==> src/rtl/dmem_arbiter.sv <==
// Round-robin arbiter sharing one single-port data memory between the LSU (p0)
// and the loader/DMA (p1); does lane steering, load extension and access checks.
module dmem_arbiter #(
   parameter int ADDR_W = 10
) (
   input  logic              clk,
   input  logic              rst,
   input  logic              p0_req,
   input  logic              p0_we,
   input  logic [1:0]        p0_size,
   input  logic              p0_uns,
   input  logic [31:0]       p0_addr,
   input  logic [31:0]       p0_wdata,
   output logic              p0_gnt,
   output logic              p0_done,
   output logic              p0_err,
   output logic [31:0]       p0_rdata,
   input  logic              p1_req,
   input  logic              p1_we,
   input  logic [1:0]        p1_size,
   input  logic              p1_uns,
   input  logic [31:0]       p1_addr,
   input  logic [31:0]       p1_wdata,
   output logic              p1_gnt,
   output logic              p1_done,
   output logic              p1_err,
   output logic [31:0]       p1_rdata,
   output logic              mem_en,
   output logic              mem_we,
   output logic [3:0]        mem_be,
   output logic [ADDR_W-1:0] mem_addr,
   output logic [31:0]       mem_wdata,
   input  logic [31:0]       mem_rdata
);

   typedef enum logic [1:0] {IDLE, ACCESS, RESP} state_t;

   state_t      state, state_nxt;
   logic        ptr;          // last granted port
   logic        accept, win;
   logic        sel_we, sel_uns, sel_err;
   logic [1:0]  sel_size;
   logic [31:0] sel_addr, sel_wdata, sel_wd;
   logic [3:0]  sel_be;

   // transaction context held from accept to completion
   logic        own, t_we, t_uns, t_err;
   logic [1:0]  t_size, t_off;
   logic [7:0]  ld_b;
   logic [15:0] ld_h;
   logic [31:0] load_val;

   always_ff @(posedge clk or posedge rst) begin
      if (rst) state <= IDLE;
      else     state <= state_nxt;
   end

   always_comb begin
      state_nxt = state;
      accept    = (state == IDLE) && (p0_req || p1_req);
      win       = (p0_req && p1_req) ? ~ptr : p1_req;
      case (state)
         IDLE:    if (accept) state_nxt = ACCESS;
         ACCESS:  state_nxt = RESP;
         RESP:    state_nxt = IDLE;
         default: state_nxt = IDLE;
      endcase
   end

   always_comb begin
      sel_we    = win ? p1_we    : p0_we;
      sel_size  = win ? p1_size  : p0_size;
      sel_uns   = win ? p1_uns   : p0_uns;
      sel_addr  = win ? p1_addr  : p0_addr;
      sel_wdata = win ? p1_wdata : p0_wdata;
      sel_err   = (sel_size == 2'b11) ||
                  (sel_size == 2'b01 && sel_addr[0]) ||
                  (sel_size == 2'b10 && sel_addr[1:0] != 2'b00) ||
                  (|sel_addr[31:ADDR_W+2]);
      sel_be = 4'b0000;
      sel_wd = sel_wdata;
      case (sel_size)
         2'b00: begin
            sel_be = 4'b0001 << sel_addr[1:0];
            sel_wd = {4{sel_wdata[7:0]}};
         end
         2'b01: begin
            sel_be = sel_addr[1] ? 4'b1100 : 4'b0011;
            sel_wd = {2{sel_wdata[15:0]}};
         end
         2'b10:   sel_be = 4'b1111;
         default: sel_be = 4'b0000;
      endcase
   end

   always_comb begin
      case (t_off)
         2'd0:    ld_b = mem_rdata[7:0];
         2'd1:    ld_b = mem_rdata[15:8];
         2'd2:    ld_b = mem_rdata[23:16];
         default: ld_b = mem_rdata[31:24];
      endcase
      ld_h = t_off[1] ? mem_rdata[31:16] : mem_rdata[15:0];
      case (t_size)
         2'b00:   load_val = {{24{ld_b[7]  & ~t_uns}}, ld_b};
         2'b01:   load_val = {{16{ld_h[15] & ~t_uns}}, ld_h};
         default: load_val = mem_rdata;
      endcase
   end

   always_ff @(posedge clk or posedge rst) begin
      if (rst) begin
         ptr       <= 1'b1;
         own       <= 1'b0;
         t_we      <= 1'b0;
         t_uns     <= 1'b0;
         t_err     <= 1'b0;
         t_size    <= 2'b00;
         t_off     <= 2'b00;
         p0_gnt    <= 1'b0;
         p1_gnt    <= 1'b0;
         p0_done   <= 1'b0;
         p1_done   <= 1'b0;
         p0_err    <= 1'b0;
         p1_err    <= 1'b0;
         p0_rdata  <= '0;
         p1_rdata  <= '0;
         mem_en    <= 1'b0;
         mem_we    <= 1'b0;
         mem_be    <= '0;
         mem_addr  <= '0;
         mem_wdata <= '0;
      end else begin
         p0_gnt    <= 1'b0;
         p1_gnt    <= 1'b0;
         p0_done   <= 1'b0;
         p1_done   <= 1'b0;
         p0_err    <= 1'b0;
         p1_err    <= 1'b0;
         mem_en    <= 1'b0;
         mem_we    <= 1'b0;
         mem_be    <= '0;
         mem_addr  <= '0;
         mem_wdata <= '0;
         if (accept) begin
            own    <= win;
            ptr    <= win;
            t_we   <= sel_we;
            t_uns  <= sel_uns;
            t_err  <= sel_err;
            t_size <= sel_size;
            t_off  <= sel_addr[1:0];
            if (win) p1_gnt <= 1'b1;
            else     p0_gnt <= 1'b1;
            // faulty requests never reach the memory
            if (!sel_err) begin
               mem_en    <= 1'b1;
               mem_we    <= sel_we;
               mem_be    <= sel_be;
               mem_addr  <= sel_addr[ADDR_W+1:2];
               mem_wdata <= sel_wd;
            end
         end
         if (state == RESP) begin
            if (own) begin
               p1_done <= 1'b1;
               p1_err  <= t_err;
               if (t_err)      p1_rdata <= '0;
               else if (!t_we) p1_rdata <= load_val;
            end else begin
               p0_done <= 1'b1;
               p0_err  <= t_err;
               if (t_err)      p0_rdata <= '0;
               else if (!t_we) p0_rdata <= load_val;
            end
         end
      end
   end

endmodule

==> config.mk <==
export PLATFORM = sky130hd
export DESIGN_NAME = dmem_arbiter
export DESIGN_NICKNAME = d
export VERILOG_FILES = /design/src/rtl/dmem_arbiter.sv
export SDC_FILE = /design/constraint.sdc
export NUM_CORES = 1
export LEC_CHECK = 0
export CORE_MARGIN = 5
export CORE_UTILIZATION = 38
export CTS_BUF_LIST = sky130_fd_sc_hd__clkbuf_16
export DETAILED_ROUTE_END_ITERATION = 10
export MAX_ROUTING_LAYER = met4
export PLACE_DENSITY = 0.85
export SYNTH_ARGS = -nofsm -noshare
export SYNTH_HDL_FRONTEND = slang
export SYNTH_SLANG_ARGS = --single-unit
export TNS_END_PERCENT = 1
==> constraint.sdc <==
create_clock -name clk -period 5.4 [get_ports clk]
set_input_delay 0.54 -clock clk [delete_from_list [all_inputs] [get_ports clk]]
set_output_delay 0.54 -clock clk [all_outputs]
set_load 0.02 [all_outputs]
==> impl_results.md, run 1 <==
* Status: completed
* Post-Route Skew at 0.00466 ns
* Most frequent cell after synthesis: dfrtp_1
* First-pass GRT wire length at 35200 um
* DR DRC count at 0
* Post-synth top cells: dfrtp_1, nand2_1, o21ai_0
* CTS tree: built
* Max-slew headroom at 0.229
* Crit path max-delay cell type: nand3b_1
* Final setup fails at 0
* Max Root-Sink Buffers at 2
* CTS buffer count at 17
* Switching Share at 0.359
* Post-synthesis sequential area ratio at 0.508
* Max-cap violation count at 0
* Drt pass-1 iters at 5
* Multi-input gate area at 2880 um2
* Top_reg_cell synth: dfrtp_1
* Flop-to-flop setup slack at 2.50 ns
* Core Rows at 47
* Die ar. at roughly 20000 um2
* Final Max Slew Viols at 0
* PortBufs at 289
* R2r startpoint: state[1]
* Critical Path End Type: flop
* Share of the synthesized area in the top cell type at 0.503
* Internal power at 2230 uW
* Area growth from synthesis to layout at 55.6%
* Setup TNS Final at 0 ns
* Detailed placer's ending HPWL at approximately 18000 um
* RSZ-0062 raised after global routing: no
* Ports at 290
* Switch Pwr at around 1200 uW
* Vias at 6074
* Minimum clock period at 3.02 ns
* VDD IR max at 0.220 mV
* Worst-path fanout max at 29
* Startpoint Class: input port
* Max H-tree Level at 4
* Reg power frac at 0.352
* Remaining antenna violation count after routing at 0
* Drt wl/cell at between 20 and 25 um
* Sink Count at approximately 130
* Critical path type: in -> reg
* Final WL at 23200 um
* Largest net degree at the start of global routing at 53
* Final RePlAce weighted congestion at 0.941
* Clk pwr share at 0.296
* Hold Path Origin: p0_rdata[5]
* Grt ovf at 0
* Final net count at approximately 1100
* Die X at 139 um
* Fill cells at about 1400
* Initial antenna violation count at 0
* Post-route insts no fill at approximately 1100
* Placed cells at 1088
* Dominant cells by area after synthesis: dfrtp_1, mux2i_1, nand2_1
* Arr. time, crit path at 3.28 ns
* Power, Total at approximately 3500 uW
* Post-Synthesis Mean Instance Area at between 10 and 15 um2
* Number of global-route vias before repair at ~6300
* PD cells at around 350 nW/um2
* Post-synthesis register bit count at approximately 130
* Die height at 139 um
* Worst Setup SP: p0_req
* Post-synth ARST share at 1.00
* Slowest cell delay on critical path at 0.58 ns
* Clk root buf: clkbuf_16
* Hold crit path type: reg -> reg
* Antenna Cells at 0
* Post-CTS Setup Bufs at 0
* Data required, critical path at around 5.7 ns
* Clock Pin Slew Worst Setup and Hold Paths at 0.06 ns
* Distinct cell type count after synthesis at 46
* Number of synthesized flops with an enable pin at 0
* Mapped Nets at 793
* CTS hold repair buffers at 0
* Fin. Hold Viols at 0
* Final worst-path cycle share at 0.559
* Core Footprint at 16500 um2
* Post-synthesis cell count at 621
* Cell area after synthesis at 6360 um2
* Lkg Pwr at 0.00409 uW
* Power share of the combinational group at 0.352
* Layout cells sized above 1 at 0.0833
* Worst Tran Pin Value at roughly 1.2 ns
* # resized after CTS at 0
* Achievable Freq at 0.331 GHz
* Yosys top cell by area: dfrtp_1
* Sequential Area at 3230 um2
* Critical Path, Cell by Cell: clkdlybuf4s50_1 > o21ai_0 > inv_1 > nand3b_1 > buf_4 > a2111oi_0
* Synth Warn # at 0
* Vias/cell at 5.42
* Initial drt markers at 378
* Total GRT Usage at 0.239
* Initial core utilization at 0.385
* Clock latency on the worst-skew pair at 0.41 ns
==> state kept, by name, summed over array words and instances (netlist names), 2 cells and up <==
name,count
state,2
t_size,2
p0_rdata,32
mem_wdata,32
p1_rdata,32
mem_addr,10
mem_be,4
t_off,2
==> power groups by stage <==
stage	sequential [uW]	combinational, uW	clock, uW
after floorplan	1290	650	0
after global placement	1230	1210	0
after detailed placement	1240	1220	0
after CTS	1220	1230	1040
after global routing	1240	1310	1090
final	1220	1220	1030
==> kinds of logic after synthesis <==
group                  share of synthesized area
AO/OA/AOI/OAI                              0.157
multiplexers                               0.138
buffers and inverters                     0.0427
flip-flops                                 0.508
AND/OR/NAND/NOR                            0.155
==> per-layer routing <==
layer	track usage	up-vias	wire [um]	part of all wire
met1	0.282	2928	9000	0.39
li1	-	2793	-	-
met5	-	-	0	0
met2	0.395	321	11400	0.49
met3	0.0744	32	2310	0.099
met4	0.0705	0	500	0.022
==> cell type report <==
type | count | area share
Clock buffer | 17 | 0.0430
Clock inverter | 15 | 0.0102
Inverter | 8 | 0.00329
Multi-Input combinational cell | 433 | 0.291
Sequential cell | 129 | 0.326
Tap cell | 220 | 0.0278
Timing Repair Buffer | 298 | 0.299
==> stage by stage <==
stage | utilization | setup WS [ns] | area (um2) | hold WS [ns]
finish | 0.599 | 2.38 | 9900 | 0.479
global route | 0.599 | 2.14 | 9900 | 0.499
CTS | 0.599 | 2.43 | 9900 | 0.483
detailed placement | 0.567 | 2.01 | 9380 | 0.470
global placement | 0.567 | 2.10 | 9380 | 0.462
floorplan | - | 1.42 | 6360 | 0.449
==> worst max-delay path: cells and delay by family <==
family                 cells  cell delay, ns
and+or+nand+nor            1            0.58
buffers and inverters      3            1.40
AOI/OAI and AO/OA          2            0.74
==> final timing paths <==
path                                      end  cells after the start
worst max-delay path            mem_wdata[15]                      6
worst min-delay path              p0_rdata[5]                      2
worst max register to register  mem_wdata[15]                      6
worst min register to register    p0_rdata[5]                      2
max in group asynchronous           mem_be[0]                      3
min in group asynchronous        p1_rdata[30]                      2
==> cells in the final DEF, fill, tap and decap left out, types with 15 or more instances in the layout <==
cell type and instances:
mux2i_1 48, clkdlybuf4s50_1 289, nor3_1 21, o21ai_0 53, o21a_1 17, clkbuf_16 17
nand2_1 100, mux2_2 32, dfrtp_1 128, nor2_1 29, a2111oi_0 15
(Power assumes the default switching activity.)
==> run 2: changes to the inputs <==
- PLACE_DENSITY: 0.85 -> 0.88
- clock period: 5.4 -> 2.6 ns (I/O delays scaled with it)
==> impl_results.md, run 2 (synthesized netlist as in run 1, its figures left out) <==
* Initial core utilization at 0.385 (unchanged)
* Layout cells sized above 1 at 0.101 (+0.0180)
* Drt wl/cell at 20.7 um (-0.14%)
* Core Footprint at 16500 um2 (unchanged)
* CTS buffer count at 17 (unchanged)
* Initial antenna violation count at 0 (unchanged)
* Fin. Hold Viols at 0 (unchanged)
* Max-cap violation count at 0 (unchanged)
* Flop-to-flop setup slack at 0.43 ns (-2.07 ns)
* Ports at 290 (unchanged)
* Sink Count at 129 (unchanged)
* Reg2Reg Capture Point: mem_wdata[15]
* Data required, critical path at 2.86 ns (-2.80 ns)
* Vias at 6231 (+2.6%)
* Achievable Freq at 0.461 GHz
* Slowest cell delay on critical path at 0.57 ns (about the same)
* Minimum clock period at 2.17 ns
* Antenna Cells at 0 (unchanged)
* Startpoint Class: flop
* # resized after CTS at 0 (unchanged)
* Total GRT Usage at 0.247 (+0.00821)
* Final WL at 23600 um (+1.5%)
* Clk root buf: clkbuf_16
* Vias/cell at 5.48 (+0.96%)
* Top flop regs: mem_wdata x32, p0_rdata x32, p1_rdata x32
* Clock latency on the worst-skew pair at 0.42 ns (about the same)
* Final setup fails at 0 (unchanged)
* Hold slack at 0.216 ns (-0.262 ns)
* Max-slew headroom at 0.589 (+0.360)
* Max Root-Sink Buffers at 2 (unchanged)
* Power share of the combinational group at 0.378 (+0.026)
* Sequential Area at 3230 um2 (unchanged)
* Clock Pin Slew Worst Setup and Hold Paths at 0.05 ns (about the same)
* Critical path type: reg -> reg
* Fill cells at 1361 (-4.2%)
* Switching Share at 0.355 (-0.00437)
* Internal power at 4730 uW (+110%)
* Core Rows at 47 (unchanged)
* Number of global-route vias before repair at 6642 (+6.2%)
* Max H-tree Level at 4 (unchanged)
* PD cells at 728 nW/um2 (+110%)
* Final RePlAce weighted congestion at 0.982 (+4.3%)
* Lkg Pwr at 0.00422 uW (+3.2%)
* Area growth from synthesis to layout at 58.5%
* Drt pass-1 iters at 5 (unchanged)
* Final net count at 1079 (+1.9%)
* Commonest non-fill, non-tap cells in the layout: clkdlybuf4s50_1, dfrtp_1, nand2_1
* Initial drt markers at 331 (-12%)
* Hold crit path type: in -> async
* Grt ovf at 0 (unchanged)
* Arr. time, crit path at 2.43 ns (-0.85 ns)
* Post-Route Skew at 0.00935 ns (+0.00469 ns)
* Crit path max-delay cell type: dfstp_2
* Critical Path End Type: flop
* Status: completed
* Die ar. at 19400 um2 (unchanged)
* First-pass GRT wire length at 36300 um (+3.1%)
* Reg power frac at 0.334 (-0.018)
* Worst R2R Path Depth at 5 (-1)
* Setup TNS Final at 0 ns (unchanged)
* Critical Path, Cell by Cell: a21bo_1 > nand4_1 > o22a_2 > buf_4 > a2111oi_0
* CTS tree: built
* RSZ-0062 raised after global routing: no
* Post-CTS Setup Bufs at 0 (unchanged)
* Remaining antenna violation count after routing at 0 (unchanged)
* R2r startpoint: ptr
* Final worst-path cycle share at 0.833
* Worst-path fanout max at 13 (-55%)
* Multi-input gate area at 2880 um2 (unchanged)
* PortBufs at 289 (unchanged)
* Switch Pwr at 2600 uW (+110%)
* Worst Tran Pin Value at 0.615 ns (-0.538 ns)
* DR DRC count at 0 (unchanged)
* Largest net degree at the start of global routing at 58 (+9.4%)
* Die height at 139 um (unchanged)
* VDD IR max at 0.473 mV (+110%)
* Final Max Slew Viols at 0 (unchanged)
* Most common cell after layout, fill and taps aside: clkdlybuf4s50_1
* Die X at 139 um (unchanged)
* Detailed placer's ending HPWL at 18100 um (+3.4%)
* Clk pwr share at 0.288 (-0.008)
* CTS hold repair buffers at 0 (unchanged)
-- run 2: cell types whose count changed in the layout (fill, tap and decap cells not counted) --
cell	change
clkinv_1	-4
buf_12	+4
clkinvlp_4	-2
inv_4	-1
buf_4	+16
inv_1	+4
clkinv_2	+1
-- run 2: cell type report --
cell class              count  share of cell area
clock buffers              17              0.0422
clock inverters            13             0.00831
inverters                   8             0.00335
multi-input cells         433               0.285
flip-flops and latches    129               0.320
well taps                 220              0.0273
repair buffers            318               0.313
-- run 2: metrics by stage --
stage	setup WS, ns	cell area, um2	utilization	power, uW	std cells
after floorplan	0.746	6370	-	4040	621
after global placement	0.269	9580	0.580	5190	1108
after detailed placement	0.115	9580	0.580	5240	1108
after CTS	0.412	10100	0.610	7370	1138
after global routing	0.270	10100	0.610	7680	1138
final	0.433	10100	0.610	7340	1138
-- run 2: how the worst max path moves through the flow --
stage / from / to / slack (ns) / cells after the start
after global placement: p1_req / mem_wdata[27] / 0.27 / 7
after detailed placement: p0_req / mem_wdata[15] / 0.12 / 6
after CTS: ptr / mem_wdata[22] / 0.41 / 5
final: ptr / mem_wdata[15] / 0.43 / 5
after global routing: ptr / mem_wdata[15] / 0.27 / 5
after floorplan: rst / mem_addr[0] / 0.75 / 1
-- run 2: worst max-delay path: cells and delay by family (launching register included) --
family	cells	cell delay, ns
flip-flops	1	0.57
AND/OR/NAND/NOR	1	0.15
AO/OA/AOI/OAI	3	1.09
buffers and inverters	1	0.20
-- run 2: layer usage --
layer	vias to the layer above	track usage	share of wire
met5	-	-	0
met4	0	0.120	0.046
met1	2982	0.278	0.37
met3	61	0.0731	0.10
met2	365	0.404	0.48
li1	2823	-	-
-- run 2: power by group through the flow --
stage / logic [uW] / registers (uW) / clock network (uW)
6_report: 2770 / 2450 / 2110
4_1_cts: 2780 / 2450 / 2140
3_3_place_gp: 2720 / 2470 / 0
3_5_place_dp: 2760 / 2490 / 0
5_1_grt: 2960 / 2480 / 2240
2_1_floorplan: 1350 / 2690 / 0
